[src/rtl/usr_seq_if.sv]
// usr_seq_if: operator inputs and USR drive outputs of the shift/load sequencer
interface usr_seq_if #(
  parameter int WIDTH = 8,
  parameter int SW = 2
);
  logic i_exe;
  logic [SW-1:0] i_slide;
  logic [2:0] o_s;
  logic [WIDTH-1:0] o_l;
  logic o_busy;
  logic [2:0] o_stage;
  logic o_done;
  modport master (output i_exe, i_slide, input o_s, o_l, o_busy, o_stage, o_done);
  modport slave (input i_exe, i_slide, output o_s, o_l, o_busy, o_stage, o_done);
endinterface

[src/rtl/usr_seq_control.sv]
// usr_seq_control: exe/slide command entry driving a universal shift register with shift or load sequences.
// USR_SEQ_DEBOUNCE_EN adds a synchroniser and DEB_CYCLES debouncer on exe.
module usr_seq_control #(
  parameter int WIDTH = 8,
  parameter int SW = 2
`ifdef USR_SEQ_DEBOUNCE_EN
  , parameter int DEB_CYCLES = 16
`endif
) (
  input logic clk,
  input logic reset,
  usr_seq_if.slave bus
);
  localparam int N = WIDTH / SW;
  localparam int CW = $clog2(WIDTH);
  localparam int KW = $clog2(N + 1);
  typedef enum logic [2:0] {IDLE, MODE, AMT, RUN, LOAD, LOAD_ISSUE, DONE} state_t;
  state_t r_state, w_nx;
  logic r_dir, w_dir;
  logic [1:0] r_mode, w_mode;
  logic [CW-1:0] r_cnt, w_cnt, w_amt;
  logic [KW-1:0] r_k, w_k;
  logic [WIDTH-1:0] r_asm, w_asm, r_l, w_l;
  logic [2:0] r_s, w_s, r_stage, w_stage, w_code;
  logic r_busy, r_done, w_lvl, w_prev, w_step;
`ifdef USR_SEQ_DEBOUNCE_EN
  localparam int DW = $clog2(DEB_CYCLES + 1);
  logic [1:0] r_sync;
  logic r_deb, r_deb_q;
  logic [DW-1:0] r_dcnt;
  // level flips only after DEB_CYCLES consecutive samples disagreeing with it
  always_ff @(posedge clk) begin
    if (reset) begin
      r_sync <= 2'b11;
      r_deb <= 1'b1;
      r_deb_q <= 1'b1;
      r_dcnt <= '0;
    end else begin
      r_sync <= {r_sync[0], bus.i_exe};
      r_deb_q <= r_deb;
      if (r_sync[1] == r_deb) r_dcnt <= '0;
      else if (r_dcnt == DW'(DEB_CYCLES - 1)) begin
        r_deb <= r_sync[1];
        r_dcnt <= '0;
      end else r_dcnt <= r_dcnt + 1'b1;
    end
  end
  assign w_lvl = r_deb;
  assign w_prev = r_deb_q;
`else
  logic r_exe_q;
  always_ff @(posedge clk) r_exe_q <= reset ? 1'b1 : bus.i_exe;
  assign w_lvl = bus.i_exe;
  assign w_prev = r_exe_q;
`endif
  assign w_step = w_lvl & ~w_prev;
  assign w_amt = (32'(bus.i_slide) >= WIDTH) ? CW'(WIDTH - 1) : CW'(bus.i_slide);
  assign w_code = w_dir ? {w_mode, 1'b0} : {w_mode - 2'd1, 1'b1};
  always_comb begin
    w_nx = r_state;
    w_dir = r_dir;
    w_mode = r_mode;
    w_cnt = r_cnt;
    w_k = r_k;
    w_asm = r_asm;
    case (r_state)
      IDLE: if (w_step) begin
        if (bus.i_slide == SW'(1) || bus.i_slide == SW'(2)) begin
          w_nx = MODE;
          w_dir = bus.i_slide == SW'(2);
        end else if (bus.i_slide == SW'(3)) begin
          w_nx = LOAD;
          w_k = '0;
          w_asm = '0;
        end
      end
      MODE: if (w_step) begin
        w_nx = (bus.i_slide == '0) ? IDLE : AMT;
        w_mode = 2'(bus.i_slide);
      end
      AMT: if (w_step) begin
        w_nx = (w_amt == '0) ? DONE : RUN;
        w_cnt = w_amt;
      end
      RUN: begin
        w_cnt = r_cnt - 1'b1;
        w_nx = (r_cnt == CW'(1)) ? DONE : RUN;
      end
      LOAD: if (w_step) begin
        w_asm = WIDTH'({r_asm, bus.i_slide});
        w_k = r_k + 1'b1;
        w_nx = (r_k == KW'(N - 1)) ? LOAD_ISSUE : LOAD;
      end
      LOAD_ISSUE: w_nx = DONE;
      default: w_nx = IDLE;
    endcase
  end
  // outputs are registered from the next state so they align with it
  assign w_s = (w_nx == RUN) ? w_code : (w_nx == LOAD_ISSUE) ? 3'b111 : 3'b000;
  assign w_l = (w_nx == LOAD_ISSUE) ? w_asm : r_l;
  assign w_stage = (w_nx == IDLE) ? 3'd0 : (w_nx == MODE) ? 3'd1 : (w_nx == AMT) ? 3'd2 :
                   (w_nx == LOAD) ? 3'd3 : 3'd4;
  always_ff @(posedge clk) begin
    if (reset) begin
      r_state <= IDLE;
      r_dir <= 1'b0;
      r_mode <= '0;
      r_cnt <= '0;
      r_k <= '0;
      r_asm <= '0;
      r_s <= '0;
      r_l <= '0;
      r_stage <= '0;
      r_busy <= 1'b0;
      r_done <= 1'b0;
    end else begin
      r_state <= w_nx;
      r_dir <= w_dir;
      r_mode <= w_mode;
      r_cnt <= w_cnt;
      r_k <= w_k;
      r_asm <= w_asm;
      r_s <= w_s;
      r_l <= w_l;
      r_stage <= w_stage;
      r_busy <= w_nx inside {RUN, LOAD_ISSUE, DONE};
      r_done <= w_nx == DONE;
    end
  end
  assign bus.o_s = r_s;
  assign bus.o_l = r_l;
  assign bus.o_stage = r_stage;
  assign bus.o_busy = r_busy;
  assign bus.o_done = r_done;
endmodule

[src/flat_wrapper.sv]
// flat-port wrapper written by rule: the top's interface ports become plain ports
module usr_seq_control_flat 
#(
  parameter int WIDTH = 8,
  parameter int SW = 2

)
  (clk, reset, bus_i_exe, bus_i_slide, bus_o_s, bus_o_l, bus_o_busy, bus_o_stage, bus_o_done);
  usr_seq_if #(.WIDTH(WIDTH), .SW(SW)) bus_i ();
  input logic clk;
  input logic reset;
  input wire logic [$bits(bus_i.i_exe)-1:0] bus_i_exe;
  input wire logic [$bits(bus_i.i_slide)-1:0] bus_i_slide;
  output wire logic [$bits(bus_i.o_s)-1:0] bus_o_s;
  output wire logic [$bits(bus_i.o_l)-1:0] bus_o_l;
  output wire logic [$bits(bus_i.o_busy)-1:0] bus_o_busy;
  output wire logic [$bits(bus_i.o_stage)-1:0] bus_o_stage;
  output wire logic [$bits(bus_i.o_done)-1:0] bus_o_done;
  assign bus_i.i_exe = bus_i_exe;
  assign bus_i.i_slide = bus_i_slide;
  assign bus_o_s = bus_i.o_s;
  assign bus_o_l = bus_i.o_l;
  assign bus_o_busy = bus_i.o_busy;
  assign bus_o_stage = bus_i.o_stage;
  assign bus_o_done = bus_i.o_done;
  usr_seq_control #(.WIDTH(WIDTH), .SW(SW)) u_core (.clk(clk), .reset(reset), .bus(bus_i));
endmodule
[config.mk]
export PLATFORM = sky130hd
export DESIGN_NAME = usr_seq_control_flat
export DESIGN_NICKNAME = d
export VERILOG_FILES = /design/src/rtl/usr_seq_if.sv /design/src/rtl/usr_seq_control.sv /design/src/flat_wrapper.sv
export SDC_FILE = /design/constraint.sdc
export NUM_CORES = 1
export LEC_CHECK = 0
export BUFFER_PORTS_ARGS = -buffer_cell sky130_fd_sc_hd__buf_2
export CORE_ASPECT_RATIO = 0.7
export CORE_MARGIN = 1.5
export CORE_UTILIZATION = 50
export CTS_BUF_LIST = sky130_fd_sc_hd__clkbuf_4
export DETAILED_ROUTE_END_ITERATION = 6
export GPL_TIMING_DRIVEN = 0
export PLACE_DENSITY_LB_ADDON = 0.3
export SLEW_MARGIN = 20
export SYNTH_ARGS = -nofsm -noshare
export SYNTH_HDL_FRONTEND = slang
export SYNTH_SLANG_ARGS = --single-unit
[constraint.sdc]
create_clock -name clk -period 2.6 [get_ports clk]
set_input_delay 0.13 -clock clk [delete_from_list [all_inputs] [get_ports clk]]
set_output_delay 0.13 -clock clk [all_outputs]
set_load 0.05 [all_outputs]
; ---- Word level (Yosys, flattened, before mapping)
; Index checks and enable logic that the tools add are counted.
[totals]
input_bits = 5
output_inout_bits = 16
elab_cells = 87
reg_bits = 37
[op_classes]
mux = 34
reduce_logical = 13
eq_ne = 21
add_sub_neg = 3
bitwise_logic = 2
[ops]
columns = op, count
row1 = $mux W3, 17
row2 = $mux W8, 4
row3 = $pmux W3 S6, 1
row4 = $pmux W8 S2, 1
row5 = $eq A3 B2 Y1 const B, 5
row6 = $eq A3 B3 Y1 const B, 5
row7 = $pmux W3 S2, 2
row8 = $eq A3 B1 Y1 const B, 3
row9 = $logic_not A3 Y1, 3
row10 = $mux W2, 4
row11 = $ne A2 B1 Y1 const B, 4
row12 = $mux W1, 5
row13 = $reduce_and A5 Y1, 1
row14 = $eq A2 B2 Y1 const B, 2
row15 = $reduce_bool A2 Y1, 2
row16 = $reduce_or A4 Y1, 1
row17 = $add A3 B1 Y3 const B, 1
row18 = $reduce_bool A3 Y1, 1
row19 = $reduce_or A3 Y1, 1
row20 = $sub A3 B1 Y3 const B, 1
row21 = $eq A2 B1 Y1 const B, 1
row22 = $logic_not A2 Y1, 1
row23 = $ne A2 B2 Y1 const B, 1
row24 = $reduce_and A2 Y1, 1
row25 = other kinds (5), 5

; ---- Longest topological paths before layout
; Gate-level depths: netlist of the first run.
[logic_depth]
ltp_word = 9
mapped_depth = 7
depth_no_buf = 7

; ---- Worst setup path after synthesis of the first run
; OpenSTA, ideal clock, no wires.
[synth_timing]
path_type = flip-flop to flip-flop
start = reg u_core.r_state[0]
end = reg u_core.r_busy (netlist: u_core.bus.o_busy)
period_less_slack_ps = 1630
path_slack_ps = 970
n_path_buf = 1
arrival_ps = 1497
required_time_ps = 2466
path_stages_with_launch = 6
setup_ps = 134
cell_sequence = dfxtp_1 -> buf_6 -> or3b_4 -> o211ai_4 -> mux2i_1 -> o22ai_1
[synth_between]
elab_chain_len = 6
word_cells_on_any_way = 17
classes_between = eq/ne (8) / mux (7) / reduce/logical (2)
[synth_rtl]
columns = item, line
row1 = "start, declared", usr_seq_control.sv:18  ; state_t r_state, w_nx;
row2 = "start signal, assigned", usr_seq_control.sv:117  ; r_state <= w_nx;
row3 = $mux W3, usr_seq_control.sv:71  ; end else if (bus.i_slide == SW'(3)) begin
row4 = $mux W3, usr_seq_control.sv:68  ; if (bus.i_slide == SW'(1) || bus.i_slide == SW'(2)) begin
row5 = $mux W3, usr_seq_control.sv:67  ; IDLE: if (w_step) begin
row6 = $pmux W3 S6 (*), usr_seq_control.sv:66  ; case (r_state)
row7 = $eq A3 B2 Y1 or $eq A3 B3 Y1 (tied branches), usr_seq_control.sv:126  ; r_busy <= w_nx inside {RUN, LOAD_ISSUE, DONE};
row8 = $reduce_bool A3 Y1 (*), usr_seq_control.sv:126
row9 = "end signal, assigned", usr_seq_control.sv:126
row10 = "end, declared", usr_seq_control.sv:25  ; logic r_busy, r_done, w_lvl, w_prev, w_step;
; Mark *: on every way between the ends. The rest lies on a longest branch, timed or not.
; A chain may end at the register's enable or synchronous reset.

; ---- Worst setup path in the final report of the first run
[layout_timing]
start = reg u_core.r_state[0]
end = reg u_core.r_l[0] (netlist: u_core.bus.o_l[0])
[layout_between]
elab_chain_len = 5
word_cells_on_any_way = 15
classes_between = eq/ne (6) / mux (8) / reduce/logical (1)
[layout_rtl]
columns = item, line
row1 = $mux W3, usr_seq_control.sv:71
row2 = $mux W3, usr_seq_control.sv:68
row3 = $mux W3, usr_seq_control.sv:67
row4 = $pmux W3 S6, usr_seq_control.sv:66
row5 = $eq A3 B3 Y1, usr_seq_control.sv:100  ; assign w_l = (w_nx == LOAD_ISSUE) ? w_asm : r_l;
row6 = "end signal, assigned", usr_seq_control.sv:124  ; r_l <= w_l;
row7 = "end, declared", usr_seq_control.sv:23  ; logic [WIDTH-1:0] r_asm, w_asm, r_l, w_l;
; Parallel ways exist; a longest one is shown, timed or not.

==> results of run 1 <==
## synthesized netlist by cell type, drive strengths merged
master	instances	share of area
a21oi	9	0.029
a2111oi	1	0.0089
and4b	1	0.0059
or3b	2	0.012
ha	7	0.052
nor2	22	0.049
a211oi	8	0.036
a221oi	1	0.0052
o22ai	4	0.015
and3	1	0.0037
and2b	1	0.0044
mux2i	5	0.030
buf	7	0.036
nor2b	7	0.026
nand2	7	0.016
o21ai	6	0.018
or2	1	0.0037
nor3b	3	0.016
xor2	1	0.0052
nand2b	2	0.0074
and2	4	0.015
nor3	4	0.015
inv	7	0.016
a21bo	2	0.012
nor4b	1	0.014
clkbuf	4	0.0089
nand3b	4	0.018
a22oi	11	0.049
a2bb2oi	1	0.0052
and4	1	0.0052
nand3	3	0.0089
o211ai	2	0.017
dfxtp	37	0.44
## worst paths after layout
kind | cells past startpoint | slack [ns] | to
min reg2reg | 2 | 0.48 | u_core.r_k[2]
max reg2reg | 6 | 0.70 | u_core.bus.o_l[0]
min | 2 | 0.04 | u_core.r_exe_q
max | 6 | 0.70 | u_core.bus.o_l[0]
## logic make-up after synthesis
| logic type | count (synthesis) |
|---|---|
| buffers and inverters | 18 |
| DFF | 37 |
| AOI/OAI and AO/OA | 45 |
| adders and majority gates | 7 |
| and+or+nand+nor | 64 |
| xor gates and xnor gates | 1 |
| muxes | 5 |
## state kept, by name, summed over array words and instances, names as in the netlist
register,cells
u_core.bus.o_stage,3
u_core.r_k,3
u_core.bus.o_s,3
u_core.r_dir,1
u_core.r_cnt,3
u_core.bus.o_done,1
u_core.bus.o_l,8
u_core.r_state,3
u_core.r_asm,8
u_core.r_exe_q,1
u_core.bus.o_busy,1
u_core.r_mode,2
## layout by cell type, fill, tap and decap left out, drive strengths merged
cell     synthesis  final
a21oi            9      9
mux2i            5      5
xor2             1      1
dfxtp           37     37
nor3             4      4
o21ai            6      6
and4b            1      1
a22oi           11     11
clkinv           0      1
o211ai           2      2
and4             1      1
a21bo            2      2
or3b             2      2
bufinv           0      1
a211oi           8      8
and2             4      4
nand2            7      7
a2111oi          1      1
a221oi           1      1
ha               7      7
inv              7      7
and2b            1      1
nand2b           2      2
clkbuf           4     10
nand3b           4      4
nor2            22     22
o22ai            4      4
a2bb2oi          1      1
or2              1      1
nor3b            3      3
nor4b            1      1
and3             1      1
nand3            3      3
nor2b            7      7
buf              7     26
## through the flow
stage | cell area (µm²) | setup WS, ns | cells | power (µW) | utilization
6_report | 1910 | 0.702 | 242 | 1040 | 0.598
5_1_grt | 1910 | 0.545 | 242 | 1070 | 0.598
4_1_cts | 1910 | 0.723 | 242 | 1040 | 0.598
3_5_place_dp | 1830 | 0.656 | 234 | 651 | 0.574
3_3_place_gp | 1830 | 0.732 | 234 | 649 | 0.574
2_1_floorplan | 1690 | 0.970 | 177 | 633 | -
## final cells by class
class                      count  area, µm²  area share
multi-input combinational    122        845       0.442
sequential                    37        741       0.388
timing repair buffer          19       95.1      0.0498
buffer                        11       76.3      0.0400
tap                           38       47.5      0.0249
clock buffer                   6       45.0      0.0236
clock inverter                 2       33.8      0.0177
inverter                       7       26.3      0.0138
## power breakdown
group	total (µW)	internal [µW]	switching (µW)
Combinational	65.9	23.3	42.6
Clock	399	211	189
Sequential	573	570	3.05
## worst max-delay path, cell delays in order, from the launching register on
cell and delay, ns:
dfxtp_1 0.35, buf_6 0.14, nor4b_4 0.40, o21ai_0 0.20, buf_2 0.22, a22oi_1 0.34, a211oi_1 0.12
## routing by layer
layer / track usage / wire length, µm
met1: 0.306 / 1960
met2: 0.324 / 1600
met3: 0.0543 / 159
met4: 0.0566 / 14
met5: 0 / 0
==> reports/qor.txt, run 1 <==
Status: finished, final reports clean
PD cells: 544 nW/µm²
CP Data Arrival Time: 2.11 ns
RSZ-0062 raised after global routing: false
# setup viols final: 0
Fmax: 527 MHz
Clock Skew: 0.0121 ns
Vias in the first global route: 1254
GRT overflow: 0
Clock sink count: 37
Critical Path Sink Type: register
Core area: 3190 µm²
Syn avg cell area: 9.54 µm²
Die Span Y: 51.6 µm
Port-buffer cells: 19
Post-Synth Simple-Gate Area: 0.219
Post-layout minimum cycle time: 1.90 ns
Gp weighted congestion: 0.826
Clock-pin slew on the worst setup and hold paths: 0.11 ns
Clock Tree Root: clkbuf_4
Syn Inst Count: 177
Cell Rows: 17
Ports: 21
Compound-Gate Fraction of Synth Area: 0.194
Die Footprint: 3740 µm²
TritonCTS clock tree: done
Largest net degree at the start of global routing: 12
Clock Tree Buf Depth: 2
Element type at the critical path start: register
Htree depth: 2
Static Leak: 0.000748 µW
Final Hold Viols: 0
CTS buffer count: 5
Synth warn: 0
PostCTS Resize Cnt: 0
Layout cells sized above 1: 0.211
Layout area overhead: 13.1%
DRT iter0 DRCs: 99
Yosys reg bits: 37
Routed WL per cell: 15.4 µm
CP required: 2.81 ns
Final ANT Viol Nets: 0
Router iterations before antenna repair: 4
Post-CTS setup buffers: 0
Hold_ws: 0.0438 ns
Final WL: 3.73 mm
Number of fill cells in the layout: 296
Max-slew violations: 0
Crit path from: u_core.r_state[0]
Number of hold buffers added after CTS: 0
Hold path startpoint: bus_i_exe
Vias: 1390
Final Cycle Share: 0.730
Post-DR vias/cell: 5.74
Cell variety after synth: 42
Main combinational cell family by area after synthesis: simple AND/OR/NAND/NOR gates
Setup_tns: 0 ns
Worst skew pair latency: 0.33 ns
Max-cap violations: 0
Worst-margin pin slew: 0.547 ns
Number of antenna diodes: 0
Synth Area in Adders: 0.0519
Slew Limit Headroom: 0.634
# DRC: 0
Multiplexer area fraction after synthesis: 0.0297
Global-route wire length before repair: 5.94 mm
Xor-xnor portion of the synthesized cell area: 0.00519
Initial Util: 0.529
Die Width: 72.4 µm
WS Path Type: register to register
Overall fraction of global-route tracks in use: 0.215
Net Count, Synth: 189
Max IR drop VDD: 0.409 mV
Worst hold-check path type: primary input to register
Nets: 215
Netlist Area Pre-Place: 1690 µm²
Post-synthesis sequential area ratio: 0.439
Crit path max fanout: 10
Initial antenna violation count: 0
HPWL after detailed placement: 2.79 mm
Reg2reg start: u_core.r_state[0]
(Power assumes the default switching activity.)
==> inputs of run 2 (changes only) <==
==> constraint.sdc (replaced) <==
create_clock -name clk -period 1.7 [get_ports clk]
set_input_delay 0.085 -clock clk [delete_from_list [all_inputs] [get_ports clk]]
set_output_delay 0.085 -clock clk [all_outputs]
set_load 0.05 [all_outputs]
==> reports/qor.txt, run 2 (synthesized netlist as in run 1, its figures left out) <==
Status: finished with violations
Failing checks: setup timing
Core area: 3190 µm²
Htree depth: 2
Fmax: 577 MHz
Cell Rows: 17
Commonest cells after routing, fill and taps aside: 32 x dfxtp_1, 22 x nor2_1, 20 x buf_2
Post-route cell area: 2160 µm²
HPWL after detailed placement: 2.79 mm
Worst hold-check path type: primary input to register
Layout area overhead: 28.1%
CP Data Arrival Time: 1.96 ns
Die Span Y: 51.6 µm
RSZ-0062 raised after global routing: true
WS Path Type: register to register
Post-layout minimum cycle time: 1.73 ns
Overall fraction of global-route tracks in use: 0.240
Worst Reg2Reg Path Length in Cells: 6
Routed WL per cell: 16.9 µm
Critical Path Sink Type: register
Critical path destination: u_core.bus.o_stage[0]
Router iterations before antenna repair: 4
Initial Util: 0.529
Number of fill cells in the layout: 257
CP required: 1.92 ns
Clock Tree Root: clkbuf_4
Final WL: 4.32 mm
Final Cycle Share: 1.02
Static Leak: 0.000838 µW
Element type at the critical path start: register
Global-route wire length before repair: 6.59 mm
Vias: 1493
Crit path from: u_core.r_state[0]
Placed cell areas: 1830 µm²
GRT overflow: 0
DRT iter0 DRCs: 85
Vias in the first global route: 1385
Max-cap violations: 0
Max-slew violations: 0
Clock Tree Buf Depth: 2
Die Footprint: 3740 µm²
Place WS: -0.199 ns
Worst-margin pin slew: 0.530 ns
Setup ws final: -0.0341 ns
Clock Skew: 0.0139 ns
Number of antenna diodes: 0
# setup viols final: 2
Clock-pin slew on the worst setup and hold paths: 0.12 ns
# DRC: 0
Layout cells sized above 1: 0.378
Reg2Reg Setup Slack: -0.03 ns
Placed Cells: 234
Worst skew pair latency: 0.33 ns
Post-DR vias/cell: 5.85
Crit path max fanout: 5
CTS buffer count: 5
Finished Layout Cells: 255
Register area: 749 µm²
Reg2reg end: u_core.bus.o_stage[0]
Die Width: 72.4 µm
Slew Limit Headroom: 0.647
Gp weighted congestion: 0.826
Port-buffer cells: 19
Reg2reg start: u_core.r_state[0]
Multi-input gate area: 977 µm²
Final ANT Viol Nets: 0
Max IR drop VDD: 0.602 mV
Power Total: 1630 µW
Nets: 228
Final Hold Viols: 0
Commonest non-fill, non-tap cell in the layout: dfxtp_1
Clock sink count: 37
PD cells: 755 nW/µm²
Largest net degree at the start of global routing: 12
Ports: 21
Initial antenna violation count: 0
TritonCTS clock tree: done
[run 2: cell types whose count changed in the layout (fill, tap and decap cells not counted), moves of 2 or more]
| cell | before | now |
|---|---|---|
| nor2b_1 | 7 | 5 |
| dfxtp_2 | 0 | 4 |
| o21ai_0 | 5 | 3 |
| nor2b_2 | 0 | 2 |
| a22oi_2 | 0 | 6 |
| dfxtp_1 | 37 | 32 |
| a22oi_1 | 11 | 5 |
| buf_4 | 3 | 13 |
[run 2: per-layer routing]
metal / global-route usage / vias to the layer above / share of wire
met5: 0 / - / 0
met4: 0.0943 / 0 / 0.013
met3: 0.0678 / 8 / 0.075
met2: 0.373 / 65 / 0.46
met1: 0.317 / 711 / 0.45
li1: - / 709 / -
[run 2: area by class of cell]
| cell class | instances | area share |
|---|---|---|
| multi-input cells | 122 | 0.452 |
| flip-flops and latches | 37 | 0.347 |
| repair buffers | 32 | 0.0909 |
| plain buffers | 11 | 0.0399 |
| well taps | 38 | 0.0220 |
| clock buffers | 6 | 0.0208 |
| clock inverters | 2 | 0.0156 |
| inverters | 7 | 0.0122 |
[run 2: worst min path at each step]
stage,start,to,depth (start not counted)
detailed placement,bus_i_exe,u_core.r_exe_q,2
CTS,reset,u_core.r_state[0],2
global placement,bus_i_exe,u_core.r_exe_q,2
global route,bus_i_slide[1],u_core.r_asm[1],3
finish,bus_i_slide[1],u_core.r_asm[1],3
floorplan,bus_i_exe,u_core.r_exe_q,1
[run 2: critical path: stages (launching register included)]
cell and delay [ns]:
dfxtp_2 0.35, buf_6 0.13, or3b_4 0.42, o211ai_4 0.23, mux2i_2 0.31, buf_4 0.16, nor3_2 0.03
[run 2: metrics by stage]
stage / util / hold WS, ns / TNS (ns)
floorplan: - / 0.192 / 0
global placement: 0.574 / 0.343 / -1.22
detailed placement: 0.574 / 0.352 / -1.74
CTS: 0.636 / 0.109 / -0.00450
global route: 0.678 / 0.109 / -0.268
finish: 0.678 / 0.116 / -0.0361
[run 2: repair_timing]
item / in CTS / in global routing
pin swaps: 9 / 16
setup endpoints to repair: 20 / 23
setup buffers: 6 / 5
hold endpoints to repair: 1 / 0
resized for setup: 14 / 24
hold buffers: 1 / 0
gates cloned: 0 / 1
[run 2: power by group]
group	internal, µW	switching (µW)	total [µW]
clock network	322	292	614
logic	61.5	81.1	143
registers	871	5.54	877
total	1250	379	1630
